--- config.mk ---
export PLATFORM = sky130hd
export DESIGN_NAME = c7bifu_fetch
export DESIGN_NICKNAME = d
export VERILOG_FILES = /design/src/rtl/c7bifu_pkg.sv /design/src/rtl/c7bifu_fetch_buf.sv /design/src/rtl/c7bifu_fetch.sv
export SDC_FILE = /design/constraint.sdc
export NUM_CORES = 1
export LEC_CHECK = 0
export CAP_MARGIN = 20
export CORE_ASPECT_RATIO = 2
export CORE_MARGIN = 3
export CORE_UTILIZATION = 60
export DETAILED_ROUTE_END_ITERATION = 8
export GPL_ROUTABILITY_DRIVEN = 0
export PLACE_DENSITY = 0.95
export SYNTH_ARGS = -nofsm -noshare
export SYNTH_HDL_FRONTEND = slang
export SYNTH_SLANG_ARGS = --single-unit
--- constraint.sdc ---
create_clock -name clk -period 15.3 [get_ports clk]
set_input_delay 3.06 -clock clk [delete_from_list [all_inputs] [get_ports clk]]
set_output_delay 3.06 -clock clk [all_outputs]
set_load 0.01 [all_outputs]
--- src/rtl/c7bifu_pkg.sv ---
// c7bifu_pkg: shared fetch constants, entry width and fetch FSM encoding
package c7bifu_pkg;
  localparam int FETCH_ALIGN = 3;
  localparam int ENTRY_W = 96;
  localparam logic [31:0] DEF_RESET_PC = 32'h1c000000;
  typedef enum logic {RUN = 1'b0, REQ = 1'b1} fetch_state_t;
endpackage

--- src/rtl/c7bifu_fetch_buf.sv ---
// c7bifu_fetch_buf: in-order response FIFO of {addr, data} entries
module c7bifu_fetch_buf import c7bifu_pkg::*; #(
  parameter int DEPTH = 4,
  parameter int CNT_W = 3
) (
  input  logic               clk,
  input  logic               resetn,
  input  logic               clear,
  input  logic               push,
  input  logic               pop,
  input  logic [ENTRY_W-1:0] wdata,
  output logic [ENTRY_W-1:0] rdata,
  output logic [CNT_W-1:0]   cnt,
  output logic               empty
);
  localparam int IW = $clog2(DEPTH);
  logic [ENTRY_W-1:0] mem [DEPTH];
  logic [CNT_W-1:0] wr_ptr, rd_ptr;
  logic full;
  assign cnt = wr_ptr - rd_ptr;
  assign empty = cnt == '0;
  assign full = cnt == CNT_W'(DEPTH);
  assign rdata = mem[rd_ptr[IW-1:0]];
  // pointers carry one extra wrap bit so their difference is the occupancy
  always_ff @(posedge clk or negedge resetn)
    if (!resetn) begin
      wr_ptr <= '0;
      rd_ptr <= '0;
    end else if (clear) begin
      wr_ptr <= '0;
      rd_ptr <= '0;
    end else begin
      if (push && !full) wr_ptr <= wr_ptr + CNT_W'(1);
      if (pop && !empty) rd_ptr <= rd_ptr + CNT_W'(1);
    end
  // entry storage, written at the tail
  always_ff @(posedge clk)
    if (push && !full && !clear) mem[wr_ptr[IW-1:0]] <= wdata;
  a_no_overflow: assert property (@(posedge clk) disable iff (!resetn) !(push && full))
    else $error("fetch buffer overflow");
endmodule

--- src/rtl/c7bifu_fetch.sv ---
// c7bifu_fetch: credit-limited sequential fetch front end feeding the IQ
module c7bifu_fetch import c7bifu_pkg::*; #(
  parameter logic [31:0] RESET_PC  = DEF_RESET_PC,
  parameter int          BUF_DEPTH = 4,
  parameter int          CNT_W     = 3
) (
  input  logic        clk,
  input  logic        resetn,
  input  logic        flush,
  input  logic [31:0] flush_addr,
  input  logic        iq_full,
  output logic        mem_req,
  output logic [31:0] mem_addr,
  input  logic        mem_ack,
  input  logic [63:0] mem_rdata,
  input  logic        mem_rvalid,
  output logic [31:0] data_addr,
  output logic [63:0] data,
  output logic        data_vld
);
  localparam logic [31:0] STEP = 32'd1 << FETCH_ALIGN;
  localparam logic [31:0] MASK = ~(STEP - 32'd1);
  fetch_state_t state, state_nxt;
  logic [31:0] pc, resp_addr;
  logic [CNT_W-1:0] outst, outst_nxt, drop_cnt, buf_cnt;
  logic [ENTRY_W-1:0] head;
  logic buf_empty, credit, issue, ack, push;
  assign mem_req = state == REQ;
  assign ack = mem_req && mem_ack;
  assign credit = {1'b0, outst} + {1'b0, buf_cnt} < (CNT_W+1)'(BUF_DEPTH);
  assign issue = state == RUN && state_nxt == REQ;
  assign outst_nxt = outst + CNT_W'(ack) - CNT_W'(mem_rvalid);
  assign push = mem_rvalid && !flush && drop_cnt == '0;
  assign data_vld = !buf_empty && !iq_full && !flush;
  assign data = data_vld ? head[63:0] : '0;
  assign data_addr = data_vld ? head[95:64] : '0;
  // issue from RUN when a buffer slot is guaranteed; hold REQ until acked
  always_comb
    state_nxt = state == RUN ? (!flush && credit ? REQ : RUN) : (mem_ack ? RUN : REQ);
  // fetch state register
  always_ff @(posedge clk or negedge resetn)
    if (!resetn) state <= RUN;
    else state <= state_nxt;
  // pc advances at issue so a flush during a pending request needs no fixup
  always_ff @(posedge clk or negedge resetn)
    if (!resetn) begin
      pc <= RESET_PC & MASK;
      resp_addr <= RESET_PC & MASK;
      outst <= '0;
      drop_cnt <= '0;
      mem_addr <= '0;
    end else begin
      outst <= outst_nxt;
      if (issue) mem_addr <= pc;
      if (flush) begin
        pc <= flush_addr & MASK;
        resp_addr <= flush_addr & MASK;
        drop_cnt <= outst_nxt + CNT_W'(mem_req && !mem_ack);
      end else begin
        if (issue) pc <= pc + STEP;
        if (push) resp_addr <= resp_addr + STEP;
        if (mem_rvalid && drop_cnt != '0) drop_cnt <= drop_cnt - CNT_W'(1);
      end
    end
  c7bifu_fetch_buf #(.DEPTH(BUF_DEPTH), .CNT_W(CNT_W)) u_buf (
    .clk(clk),
    .resetn(resetn),
    .clear(flush),
    .push(push),
    .pop(data_vld),
    .wdata({resp_addr, mem_rdata}),
    .rdata(head),
    .cnt(buf_cnt),
    .empty(buf_empty)
  );
endmodule

* After elaboration in Yosys (flattened, before gate mapping)
Memories as Yosys holds them, arrays and structs flattened. Index checks and enable logic that the tools add are counted.
Operators by class: $add $sub $neg 10, $mul 0, div/mod/pow operators 0, magnitude comparators 1, equal/unequal tests 1, shift operators 0, muxes and demuxes 17, bitwise logic cells 1, reduce and logical (&&, ||, !) cells 25
Operators by type and width (number):
- 32-bit 2-to-1 mux | 5
- 32-bit by 4-bit adder with 32-bit output (second input constant) | 2
- 64-bit 2-to-1 mux | 1
- 3-bit 2-to-1 mux | 6
- 1-bit logical AND | 12
- 2-bit nonzero test | 5
- 3-bit by 1-bit adder with 3-bit output | 2
- 3-bit by 1-bit adder with 3-bit output (second input constant) | 2
- 3-bit logical NOT | 2
- 1-bit logical NOT | 5
- 1-bit 2-to-1 mux | 5
- 3-bit by 3-bit adder with 4-bit output | 1
- 4-bit by 3-bit less-than comparator with 1-bit output (second input constant) | 1
- 3-bit == test (second input constant) | 1
- 3-bit nonzero test | 1
- 3-bit by 1-bit subtractor with 3-bit output | 1
- 3-bit by 1-bit subtractor with 3-bit output (second input constant) | 1
- 3-bit subtractor | 1
- 1-bit inverter | 1
Word-level totals: bits in registers 109, bits in latches 0, memory bits (writable) 384, ROM bits 0, output and inout port bits 130, memories 1
Memories:
- u_buf.mem | depth 4, bits a word 96, read ports 1, clocked after memory_dff 0, wr ports 1, line c7bifu_fetch_buf.sv:17 | logic [ENTRY_W-1:0] mem [DEPTH];

* Logic depth before layout (Yosys ltp)
Gate-level depths: netlist of run 1.
depth after elaboration 9, gate-level depth with buffers 14, depth with buffers taken out 11

* Cells and area by module
A second synthesis of run 1 with hierarchy kept.
Second synthesis, totals: cell total of the unflattened synthesis 1191, area total of the unflattened synthesis 20199.4 µm²
Modules (own cells, without submodules):
- c7bifu_fetch_buf | times used 1, cells each 553, area each 14305.0 µm², sequential area each 11681.2 µm²
- c7bifu_fetch | times used 1, cells each 638, area each 5894.4 µm², sequential area each 2359.8 µm²

* Worst setup path before layout of run 1
No wires, ideal clock.
path kind input to output, start point in iq_full, end point out data[62], data arrival time 4.167 ns, setup slack 8.073 ns, stages 4, buffers on the path 2, cells stage by stage a31oi_1 clkbuf_1 clkbuf_1 and3_1
Between the ends: longest elaborated chain between the ends 4
Ends and longest elaborated chain:
- start: declaration | line c7bifu_fetch.sv:11 | input logic iq_full,
- 1-bit logical NOT | line c7bifu_fetch.sv:34 | assign data_vld = !buf_empty && !iq_full && !flush;
- 1-bit logical AND (2 in a row) | line c7bifu_fetch.sv:34
- 64-bit 2-to-1 mux | line c7bifu_fetch.sv:35 | assign data = data_vld ? head[63:0] : '0;
- end: declaration | line c7bifu_fetch.sv:18 | output logic [63:0] data,
No other way between the ends.

* Worst setup path in the final report of run 1
start point in flush, end point out data_addr[10]
Between the ends: longest elaborated chain between the ends 3
Ends and longest elaborated chain:
- start: declaration | line c7bifu_fetch.sv:9 | input logic flush,
- 1-bit logical NOT | line c7bifu_fetch.sv:34
- 1-bit logical AND | line c7bifu_fetch.sv:34
- 32-bit 2-to-1 mux | line c7bifu_fetch.sv:36 | assign data_addr = data_vld ? head[95:64] : '0;
- end: declaration | line c7bifu_fetch.sv:17 | output logic [31:0] data_addr,
No other way between the ends.

==> results of run 1 <==
==> cell usage in the layout (no fill, tap or decap), drive strengths merged, types with 26 or more instances in the layout <==
cell type and count:
clkbuf 48, clkdlybuf4s50 221, edfxtp 372, mux2 41, mux4 93, nor2 33, nand2 26, dfrtp 94
a31oi 27, and3 102
==> synthesized netlist by cell type, drive strengths merged (12+ instances only) <==
| master | instances |
|---|---|
| mux4 | 93 |
| and3 | 102 |
| a31oi | 27 |
| nor3 | 13 |
| mux2 | 41 |
| dfrtp | 94 |
| or4 | 17 |
| nor2 | 33 |
| inv | 20 |
| buf | 17 |
| or3 | 12 |
| nand2 | 26 |
| o31ai | 15 |
| ha | 16 |
| xnor2 | 18 |
| nand3 | 21 |
| nand4 | 17 |
| clkbuf | 59 |
| o21ai | 16 |
| edfxtp | 372 |
| and4 | 15 |
==> routing by layer <==
metal | vias to the layer above | GRT usage [%]
met4 | 0 | 13.1
li1 | 4949 | -
met2 | 526 | 46.3
met1 | 5766 | 30.6
met3 | 132 | 3.67
met5 | - | 0
==> stage by stage <==
stage          instance area [um2]  util [%]  setup WS (ns)  hold WS, ns  std cells
6_report                     23500      74.0           5.95        0.515       1800
5_1_grt                      23500      74.0           5.79        0.540       1798
4_1_cts                      23500      73.9           5.99        0.520       1794
3_5_place_dp                 22100      69.5           6.05        0.496       1723
3_3_place_gp                 22100      69.5           6.17        0.495       1723
2_1_floorplan                19500         -           8.07        0.489       1142
==> critical path, delay by kind of cell <==
family | cells | cell delay (ns)
buffers and inverters | 6 | 2.87
and+or+nand+nor | 1 | 0.29
==> final cells by class <==
cell class                 instances  area (um2)  area share (%)
inverter                          21        81.3           0.346
sequential                       472       13700            58.2
antenna                            5        12.5          0.0532
clock inverter                    23         318            1.35
tap                              423         529            2.25
timing repair buffer             235        2340            9.94
clock buffer                      48        1070            4.56
multi-input combinational        573        5480            23.3
==> cell families after synthesis <==
group,share of synthesized area (%)
multiplexers,13.4
AO/OA/AOI/OAI,3.00
AND/OR/NAND/NOR,9.00
buffers and inverters,2.00
other,0.0192
adder cells (fa/ha/maj),1.23
XOR/XNOR,1.23
flip-flops,70.2
==> registers in the layout (all words and copies together), names as in the netlist <==
register / count
outst: 3
resp_addr: 29
mem_req: 1
u_buf.rd_ptr: 3
pc: 29
u_buf.wr_ptr: 3
mem_addr: 29
drop_cnt: 3
u_buf.mem: 372
==> path summary, 6_finish.rpt <==
path / end / depth (start not counted) / slack (ns)
max in group asynchronous: u_buf.rd_ptr[0]$_DFFE_PN0P_ / 2 / 11.50
setup / recovery: data_addr[10] / 7 / 5.95
setup reg to reg: pc[29]$_DFFE_PN0P_ / 9 / 10.46
hold / removal: mem_addr[14]$_DFFE_PN0P_ / 1 / 0.51
hold reg to reg: mem_addr[14]$_DFFE_PN0P_ / 1 / 0.51
min in group asynchronous: pc[4]$_DFFE_PN0P_ / 1 / 2.40
==> power groups by stage <==
stage	clock network, uW	logic [uW]	registers, uW
finish	1080	854	1580
global route	1130	918	1590
CTS	1090	840	1600
detailed placement	0	825	1620
global placement	0	797	1620
floorplan	0	497	1590
==> summary.md, run 1 <==
| Metric | Value |
|---|---|
| Tcrit/Tclk final | `61.1%` |
| Sequential share of the synthesized area | `70.2%` |
| Data required time at the worst endpoint | `around 12 ns` |
| RSZ-0062 raised after global routing | `no` |
| First DRT Iteration DRCs | `roughly 1100` |
| Root Driver | `clkbuf_16` |
| Run status | `completed` |
| Number of hold-repair buffers added at the cts stage | `0` |
| Fmax | `107 MHz` |
| Layout cells sized above 1 | `16.7%` |
| Ys flop type | `edfxtp_1` |
| Area contributors post-synth | `edfxtp_1 57%, dfrtp_1 12%, mux4_2 11%` |
| Via density | `6.32` |
| Detailed Place HPWL | `27200 um` |
| Synth area leader | `edfxtp_1` |
| Highest metal used | `met4` |
| Port Buf Inserts | `222` |
| Tot Pwr | `3510 uW` |
| Clk sinks | `472` |
| Count of different cell masters after synthesis | `56` |
| Die height | `261 um` |
| Min-Delay Path Class | `reg2reg` |
| Site row count | `between 90 and 100` |
| Critical path class | `in2out` |
| Synth Warn # | `0` |
| Critical path cell sequence | `clkdlybuf4s50_1, buf_4, inv_4, buf_4, buf_4, and3_1, clkdlybuf4s50_1` |
| Total Wirelength | `between 40000 and 50000 um` |
| Clk buf depth | `3` |
| Total CTS buffers | `39` |
| Hold Crit Start | `mem_addr[14]$_DFFE_PN0P_` |
| CP most frequent cell | `buf_4` |
| Routed met2 length | `24600 um` |
| Psw | `a little over 900 uW` |
| Post-Syn Area per Cell | `17.1 um2` |
| CP arrival | `6.29 ns` |
| Wirelength per Cell | `roughly 25 um` |
| Synthesized flop and latch total | `472` |
| Core area | `between 30000 and 40000 um2` |
| Clk_lat worst skew | `0.54 ns` |
| LEAKAGE | `between 0.008 and 0.009 uW` |
| Clock transition at path regs | `0.07 ns` |
| Final worst path period need | `9.35 ns` |
| CP Launch Type | `input pin` |
| Flop pwr share | `45.0%` |
| Initial antenna violation count | `3` |
| Synth async-reset ratio | `a little over a fifth` |
| Post-Route Skew | `around 0.022 ns` |
| Share of the synthesized area in the top cell type | `a little under three fifths` |
| Cells after Synth | `around 1100` |
| Final hold viol count | `0` |
| Wl on met1 | `approximately 16000 um` |
| IO Count | `232` |
| Die footprint | `34800 um2` |
| DR DRC count | `0` |
| Maximum vdd drop | `134 uV` |
| Initial Util | `61.4%` |
| First-pass GRT wire length | `around 69000 um` |
| Crit-path max cell delay | `0.59 ns` |
| Die extent in x | `133 um` |
| Sw frac | `26.5%` |
| Grt ovf | `0` |
| CP endpoint kind | `primary output` |
| Largest net degree at the start of global routing | `99` |
| EDFF count, synth | `372` |
| Routed via count | `11400` |
| H-tree Lvls | `2` |
| Max cap viols | `0` |
| Comb power frac | `24.3%` |
| Mapped cell area | `19500 um2` |
| Final Setup Violations | `0` |
| # resized after CTS | `0` |
| Max-slew headroom | `between 30% and 40%` |
| Post-route ant nets | `0` |
| Least-Margin Pin Slew | `1.03 ns` |
| Routed wl met3 | `2330 um` |
| Area Growth Syn to Fin | `20.6%` |
| TNS Setup | `0 ns` |
| Pwr Density | `149 nW/um2` |
| R2R Path Start | `u_buf.rd_ptr[1]$_DFFE_PN0P_` |
| CTS tree | `built` |
| CP Max Fanout | `61` |
| # Post-CTS Setup Buffers | `0` |
| TritonRoute pass-1 iters | `5` |
| GRT Total Usage | `25.9%` |
| Setup crit start | `flush` |
| Nets | `between 1000 and 1500` |
| Cell-internal power | `2580 uW` |
| Max-slew violations | `0` |
| Clock group share of total power | `a little under a third` |
| Fillcell total | `1811` |
| Vias in the first global route | `11900` |
| Crit path max-delay cell type | `buf_4` |
No activity file was read; power rests on OpenSTA's default activity.
==> run 2, diff against run 1 <==
--- a/config.mk
+++ b/config.mk
@@ -8,10 +8,10 @@
 export CAP_MARGIN = 20
 export CORE_ASPECT_RATIO = 2
 export CORE_MARGIN = 3
-export CORE_UTILIZATION = 60
+export CORE_UTILIZATION = 56
 export DETAILED_ROUTE_END_ITERATION = 8
 export GPL_ROUTABILITY_DRIVEN = 0
-export PLACE_DENSITY = 0.95
+export PLACE_DENSITY = 0.91
 export SYNTH_ARGS = -nofsm -noshare
 export SYNTH_HDL_FRONTEND = slang
 export SYNTH_SLANG_ARGS = --single-unit
==> constraint.sdc (replaced) <==
create_clock -name clk -period 8.7 [get_ports clk]
set_input_delay 1.74 -clock clk [delete_from_list [all_inputs] [get_ports clk]]
set_output_delay 1.74 -clock clk [all_outputs]
set_load 0.01 [all_outputs]
==> summary.md, run 2 (synthesis gave the netlist of run 1 again) <==
| Metric | Value |
|---|---|
| Detailed Place HPWL | `27400 um (was 27200 um)` |
| CP endpoint kind | `primary output (unchanged)` |
| # Post-CTS Setup Buffers | `0 (unchanged)` |
| DP Worst Slack | `2.66 ns (was 6.05 ns)` |
| Post-Route Skew | `0.0167 ns (was 0.0216 ns)` |
| Routed via count | `11300 (was 11400)` |
| TNS Setup | `0 ns (unchanged)` |
| WHS Endpoint | `mem_addr[6]$_DFFE_PN0P_ (was mem_addr[14]$_DFFE_PN0P_)` |
| Number of hold-repair buffers added at the cts stage | `0 (unchanged)` |
| TritonRoute pass-1 iters | `4 (was 5)` |
| Register area | `13700 um2 (unchanged)` |
| Clock transition at path regs | `0.06 ns (was 0.07 ns)` |
| R2R Setup Slk | `4.11 ns (was 10.46 ns)` |
| Root Driver | `clkbuf_16 (unchanged)` |
| Hold Path Stages | `1 (unchanged)` |
| Total Wirelength | `44400 um (was 44800 um)` |
| Layout cells sized above 1 | `16.6% (was 16.7%)` |
| Clk buf depth | `3 (unchanged)` |
| Placed cells | `1740 (was 1723)` |
| H-tree Lvls | `2 (unchanged)` |
| Data required time at the worst endpoint | `6.96 ns (was 12.24 ns)` |
| Max cap viols | `0 (unchanged)` |
| Total CTS buffers | `40 (was 39)` |
| Footprint of the multi-input gates | `5480 um2 (unchanged)` |
| Initial antenna violation count | `5 (was 3)` |
| Vias in the first global route | `12100 (was 11900)` |
| CP arrival | `4.51 ns (was 6.29 ns)` |
| # resized after CTS | `0 (unchanged)` |
| CTS tree | `built (unchanged)` |
| Worst flop-to-flop path endpoint | `pc[20]$_DFFE_PN0P_ (was pc[29]$_DFFE_PN0P_)` |
| Min-Delay Path Class | `reg2reg (unchanged)` |
| Clk sinks | `472 (unchanged)` |
| Fmax | `160 MHz` |
| Die extent in x | `138 um (was 133 um)` |
| CP Max Fanout | `98 (was 61)` |
| Die height | `270 um (was 261 um)` |
| Final worst path period need | `roughly 6.2 ns` |
| Pwr Density | `256 nW/um2 (was 149 nW/um2)` |
| Critical path class | `reg2out (was in2out)` |
| First-pass GRT wire length | `68500 um (was 69200 um)` |
| R2R Path Start | `u_buf.rd_ptr[0]$_DFFE_PN0P_ (was u_buf.rd_ptr[1]$_DFFE_PN0P_)` |
| Core area | `34400 um2 (was 31800 um2)` |
| RSZ-0062 raised after global routing | `no (unchanged)` |
| First DRT Iteration DRCs | `969 (was 1075)` |
| Post-route ant nets | `0 (unchanged)` |
| Wirelength per Cell | `24.4 um (was 24.9 um)` |
| Fin worst setup slack | `2.45 ns (was 5.95 ns)` |
| Fillcell total | `2245 (was 1811)` |
| Max reg flops | `372 (unchanged)` |
| Most common cell after layout, fill and taps aside | `edfxtp_1 (unchanged)` |
| Final hold viol count | `0 (unchanged)` |
| CP Launch Type | `register (was input pin)` |
| Grt ovf | `0 (unchanged)` |
| Final std cells w/o fill | `1819 (was 1800)` |
| DR DRC count | `0 (unchanged)` |
| Initial Util | `56.8% (was 61.4%)` |
| Via density | `6.23 (was 6.32)` |
| Final Setup Violations | `0 (unchanged)` |
| LEAKAGE | `0.00803 uW (was 0.00809 uW)` |
| Site row count | `96 (was 92)` |
| Nets | `1463 (was 1462)` |
| Commonest cells after routing, fill and taps aside | `372 x edfxtp_1, 221 x clkdlybuf4s50_1, 102 x and3_1 (unchanged)` |
| GRT Total Usage | `24.0% (was 25.9%)` |
| Run status | `completed (unchanged)` |
| Area Growth Syn to Fin | `20.1% (was 20.6%)` |
| Hold Crit Start | `mem_addr[6]$_DFFE_PN0P_ (was mem_addr[14]$_DFFE_PN0P_)` |
| Largest net degree at the start of global routing | `120 (was 99)` |
| Least-Margin Pin Slew | `1.05 ns (was 1.03 ns)` |
| Max-slew violations | `0 (unchanged)` |
| Die footprint | `37200 um2 (was 34800 um2)` |
| Worst Reg2Reg Path Length in Cells | `10 (was 9)` |
| Tcrit/Tclk final | `a little under three quarters` |
| Max-slew headroom | `30.2% (was 30.7%)` |
| Clk_lat worst skew | `0.53 ns (was 0.54 ns)` |
| Maximum vdd drop | `242 uV (was 134 uV)` |
| Tot Pwr | `6000 uW (was 3510 uW)` |
| IO Count | `232 (unchanged)` |
| Port Buf Inserts | `222 (unchanged)` |
## run 2: through the flow
stage / util, % / hold slack [ns] / area, um2
global route: 68.1 / 0.522 / 23400
global placement: 64.3 / 0.492 / 22100
finish: 68.1 / 0.504 / 23400
detailed placement: 64.3 / 0.497 / 22100
CTS: 68.0 / 0.510 / 23400
floorplan: - / 0.489 / 19500
## run 2: worst max-delay path by stage
stage	startpoint	to	slack (ns)	depth (start not counted)
finish	u_buf.rd_ptr[0]$_DFFE_PN0P_	data_addr[24]	2.45	8
CTS	u_buf.rd_ptr[0]$_DFFE_PN0P_	data[56]	2.37	8
floorplan	mem_rvalid	u_buf.mem[0][0]$_DFFE_PP_	3.41	5
global route	u_buf.rd_ptr[0]$_DFFE_PN0P_	data_addr[15]	2.17	8
detailed placement	flush	data[56]	2.66	5
global placement	flush	data[56]	2.68	5
## run 2: critical path, cell delays in order, from the launching register on
cell and delay, ns:
dfrtp_4 1.04, ha_1 0.28, inv_1 0.05, fa_1 0.36, xor3_1 0.27, a31oi_4 0.20, buf_4 0.71, and3_1 0.28
clkdlybuf4s50_1 0.64
## run 2: final cells by class
class | instances | area share (%)
flip-flops and latches | 472 | 58.5
multi-input cells | 573 | 23.4
repair buffers | 235 | 9.97
clock buffers | 47 | 4.52
well taps | 441 | 2.36
clock inverters | 25 | 0.882
inverters | 21 | 0.347
diodes | 5 | 0.0534
## run 2: power breakdown
part,internal [uW],switching [uW],leakage (uW)
Combinational,787,678,0.00292
Clock,963,762,0.000611
Sequential,2630,175,0.00449
Total,4380,1620,0.00803
## run 2: layer usage
metal	global-route usage (%)	part of all wire, %
met5	0	0
met4	11.9	4.7
met3	3.13	4.9
met2	42.3	55
met1	28.4	35
==> run 3, diff against run 2 <==
--- a/config.mk
+++ b/config.mk
@@ -8,10 +8,10 @@
 export CAP_MARGIN = 20
 export CORE_ASPECT_RATIO = 2
 export CORE_MARGIN = 3
-export CORE_UTILIZATION = 56
+export CORE_UTILIZATION = 50
 export DETAILED_ROUTE_END_ITERATION = 8
 export GPL_ROUTABILITY_DRIVEN = 0
-export PLACE_DENSITY = 0.91
+export PLACE_DENSITY = 0.86
 export SYNTH_ARGS = -nofsm -noshare
 export SYNTH_HDL_FRONTEND = slang
 export SYNTH_SLANG_ARGS = --single-unit
==> constraint.sdc (replaced) <==
create_clock -name clk -period 5.5 [get_ports clk]
set_input_delay 1.1 -clock clk [delete_from_list [all_inputs] [get_ports clk]]
set_output_delay 1.1 -clock clk [all_outputs]
set_load 0.01 [all_outputs]
==> summary.md, run 3 (synthesis gave the netlist of run 1 again) <==
| Metric | Value |
|---|---|
| Run status | `completed (unchanged)` |
| Post-Route Skew | `0.0149 ns (was 0.0167 ns)` |
| CP Max Fanout | `30 (was 98)` |
| R2R Path Start | `u_buf.wr_ptr[0]$_DFFE_PN0P_ (was u_buf.rd_ptr[0]$_DFFE_PN0P_)` |
| Final Setup Violations | `0 (unchanged)` |
| Tcrit/Tclk final | `87.4%` |
| Die extent in x | `146 um (was 138 um)` |
| Most common cell after layout, fill and taps aside | `edfxtp_1 (unchanged)` |
| Die footprint | `41500 um2 (was 37200 um2)` |
| Max-slew headroom | `40.1% (was 30.2%)` |
| Vias in the first global route | `11900 (was 12100)` |
| Die height | `285 um (was 270 um)` |
| TNS Setup | `0 ns (unchanged)` |
| Pwr Density | `414 nW/um2 (was 256 nW/um2)` |
| Hold slack | `0.507 ns (was 0.504 ns)` |
| Clk_lat worst skew | `0.54 ns (was 0.53 ns)` |
| Max cap viols | `0 (unchanged)` |
| Port Buf Inserts | `222 (unchanged)` |
| Site row count | `101 (was 96)` |
| LEAKAGE | `0.00823 uW (was 0.00803 uW)` |
| Min-Delay Path Class | `reg2reg (unchanged)` |
| End of the critical path | `data[55] (was data_addr[24])` |
| Cell-internal power | `7280 uW (was 4380 uW)` |
| GRT Total Usage | `20.8% (was 24.0%)` |
| Clock group share of total power | `31.1% (was 28.8%)` |
| # Post-CTS Setup Buffers | `0 (unchanged)` |
| Clk buf depth | `3 (unchanged)` |
| TritonRoute pass-1 iters | `5 (was 4)` |
| Wirelength per Cell | `22.6 um (was 24.4 um)` |
| First-pass GRT wire length | `68000 um (was 68500 um)` |
| Post-route ant nets | `0 (unchanged)` |
| Fmax | `about 210 MHz` |
| Worst Reg2Reg Path Length in Cells | `11 (was 10)` |
| R2R Setup Slk | `1.46 ns (was 4.11 ns)` |
| Setup crit start | `u_buf.wr_ptr[0]$_DFFE_PN0P_ (was u_buf.rd_ptr[0]$_DFFE_PN0P_)` |
| First DRT Iteration DRCs | `650 (was 969)` |
| Fillcell total | `2684 (was 2245)` |
| CP endpoint kind | `primary output (unchanged)` |
| Area Growth Syn to Fin | `22.6% (was 20.1%)` |
| Number of hold-repair buffers added at the cts stage | `0 (unchanged)` |
| Nets | `1481 (was 1463)` |
| Routed via count | `11200 (was 11300)` |
| Critical path class | `reg2out (unchanged)` |
| Via density | `5.84 (was 6.23)` |
| Flop pwr share | `44.1% (was 46.8%)` |
| Total Wirelength | `43300 um (was 44400 um)` |
| Grt ovf | `0 (unchanged)` |
| # resized after CTS | `0 (unchanged)` |
| Initial Util | `50.9% (was 56.8%)` |
| Detailed Place HPWL | `28500 um (was 27400 um)` |
| Layout cells sized above 1 | `18.4% (was 16.6%)` |
| Max reg flops | `372 (unchanged)` |
| Maximum vdd drop | `272 uV (was 242 uV)` |
| Worst flop-to-flop path endpoint | `pc[28]$_DFFE_PN1P_ (was pc[20]$_DFFE_PN0P_)` |
| Comb power frac | `24.8% (was 24.4%)` |
| Clock transition at path regs | `0.07 ns (was 0.06 ns)` |
| Root Driver | `clkbuf_16 (unchanged)` |
| RSZ-0062 raised after global routing | `no (unchanged)` |
| Max-slew violations | `0 (unchanged)` |
| Total CTS buffers | `42 (was 40)` |
| Final worst path period need | `4.81 ns` |
| CTS tree | `built (unchanged)` |
| H-tree Lvls | `2 (unchanged)` |
| Sw frac | `26.3% (was 26.9%)` |
| Commonest cells after routing, fill and taps aside | `372 x edfxtp_1, 221 x clkdlybuf4s50_1, 102 x and3_1 (unchanged)` |
| Initial antenna violation count | `7 (was 5)` |
| Clk sinks | `472 (unchanged)` |
| Data required time at the worst endpoint | `4.40 ns (was 6.96 ns)` |
| Core area | `38300 um2 (was 34400 um2)` |
| Psw | `2600 uW (was 1620 uW)` |
| DR DRC count | `0 (unchanged)` |
| Largest net degree at the start of global routing | `96 (was 120)` |
| Least-Margin Pin Slew | `0.899 ns (was 1.05 ns)` |
| IO Count | `232 (unchanged)` |
| CP arrival | `3.71 ns (was 4.51 ns)` |
| CP Launch Type | `register (unchanged)` |
| Final hold viol count | `0 (unchanged)` |
## run 3: final cells by class
type                       count  area [um2]  share of cell area [%]
timing repair buffer         251        2540                    10.6
clock buffer                  46        1130                    4.73
sequential                   472       13700                    57.3
multi-input combinational    573        5480                    22.9
tap                          515         644                    2.70
clock inverter                30         328                    1.37
inverter                      21        81.3                   0.340
antenna                        7        17.5                  0.0733
## run 3: per-stage QoR
stage	util (%)	instance area, um2	std cells	total power (uW)	setup WS (ns)
floorplan	-	19500	1142	5820	0.556
global placement	58.6	22400	1832	6840	1.08
detailed placement	58.6	22400	1832	6910	1.06
CTS	62.4	23900	1908	10000	0.605
global route	62.4	23900	1915	10300	0.507
finish	62.4	23900	1915	9890	0.692
## run 3: layer usage
metal / up-vias / wire length [um] / GRT usage [%]
li1: 4986 / - / -
met1: 5702 / 15600 / 24.1
met2: 397 / 24000 / 38.2
met3: 99 / 1810 / 2.43
met4: 0 / 1960 / 10.2
met5: - / 0 / 0
## run 3: how the worst min path moves through the flow
stage          cells after the start                          to                 startpoint  slack (ns)
2_1_floorplan                      0  u_buf.mem[0][95]$_DFFE_PP_  resp_addr[31]$_DFFE_PN0N_        0.49
3_3_place_gp                       1    mem_addr[10]$_DFFE_PN0P_   mem_addr[10]$_DFFE_PN0P_        0.50
3_5_place_dp                       1    mem_addr[14]$_DFFE_PN0P_   mem_addr[14]$_DFFE_PN0P_        0.49
4_1_cts                            1     mem_addr[5]$_DFFE_PN0P_    mem_addr[5]$_DFFE_PN0P_        0.51
5_1_grt                            1     mem_addr[3]$_DFFE_PN0P_    mem_addr[3]$_DFFE_PN0P_        0.52
6_report                           1     mem_addr[5]$_DFFE_PN0P_    mem_addr[5]$_DFFE_PN0P_        0.51
## run 3: critical path, stage by stage (launching register included)
cell and delay [ns]:
dfrtp_1 0.41, inv_1 0.15, ha_1 0.17, inv_1 0.05, fa_1 0.36, xor3_1 0.27
a31oi_4 0.68, buf_12 0.25, and3_1 0.24, clkdlybuf4s50_1 0.56
## run 3: power groups by stage
| stage | clock [uW] | combinational (uW) | sequential (uW) |
|---|---|---|---|
| CTS | 3140 | 2500 | 4360 |
| detailed placement | 0 | 2480 | 4430 |
| floorplan | 0 | 1380 | 4440 |
| global placement | 0 | 2430 | 4410 |
| global route | 3270 | 2650 | 4400 |
| finish | 3070 | 2450 | 4360 |
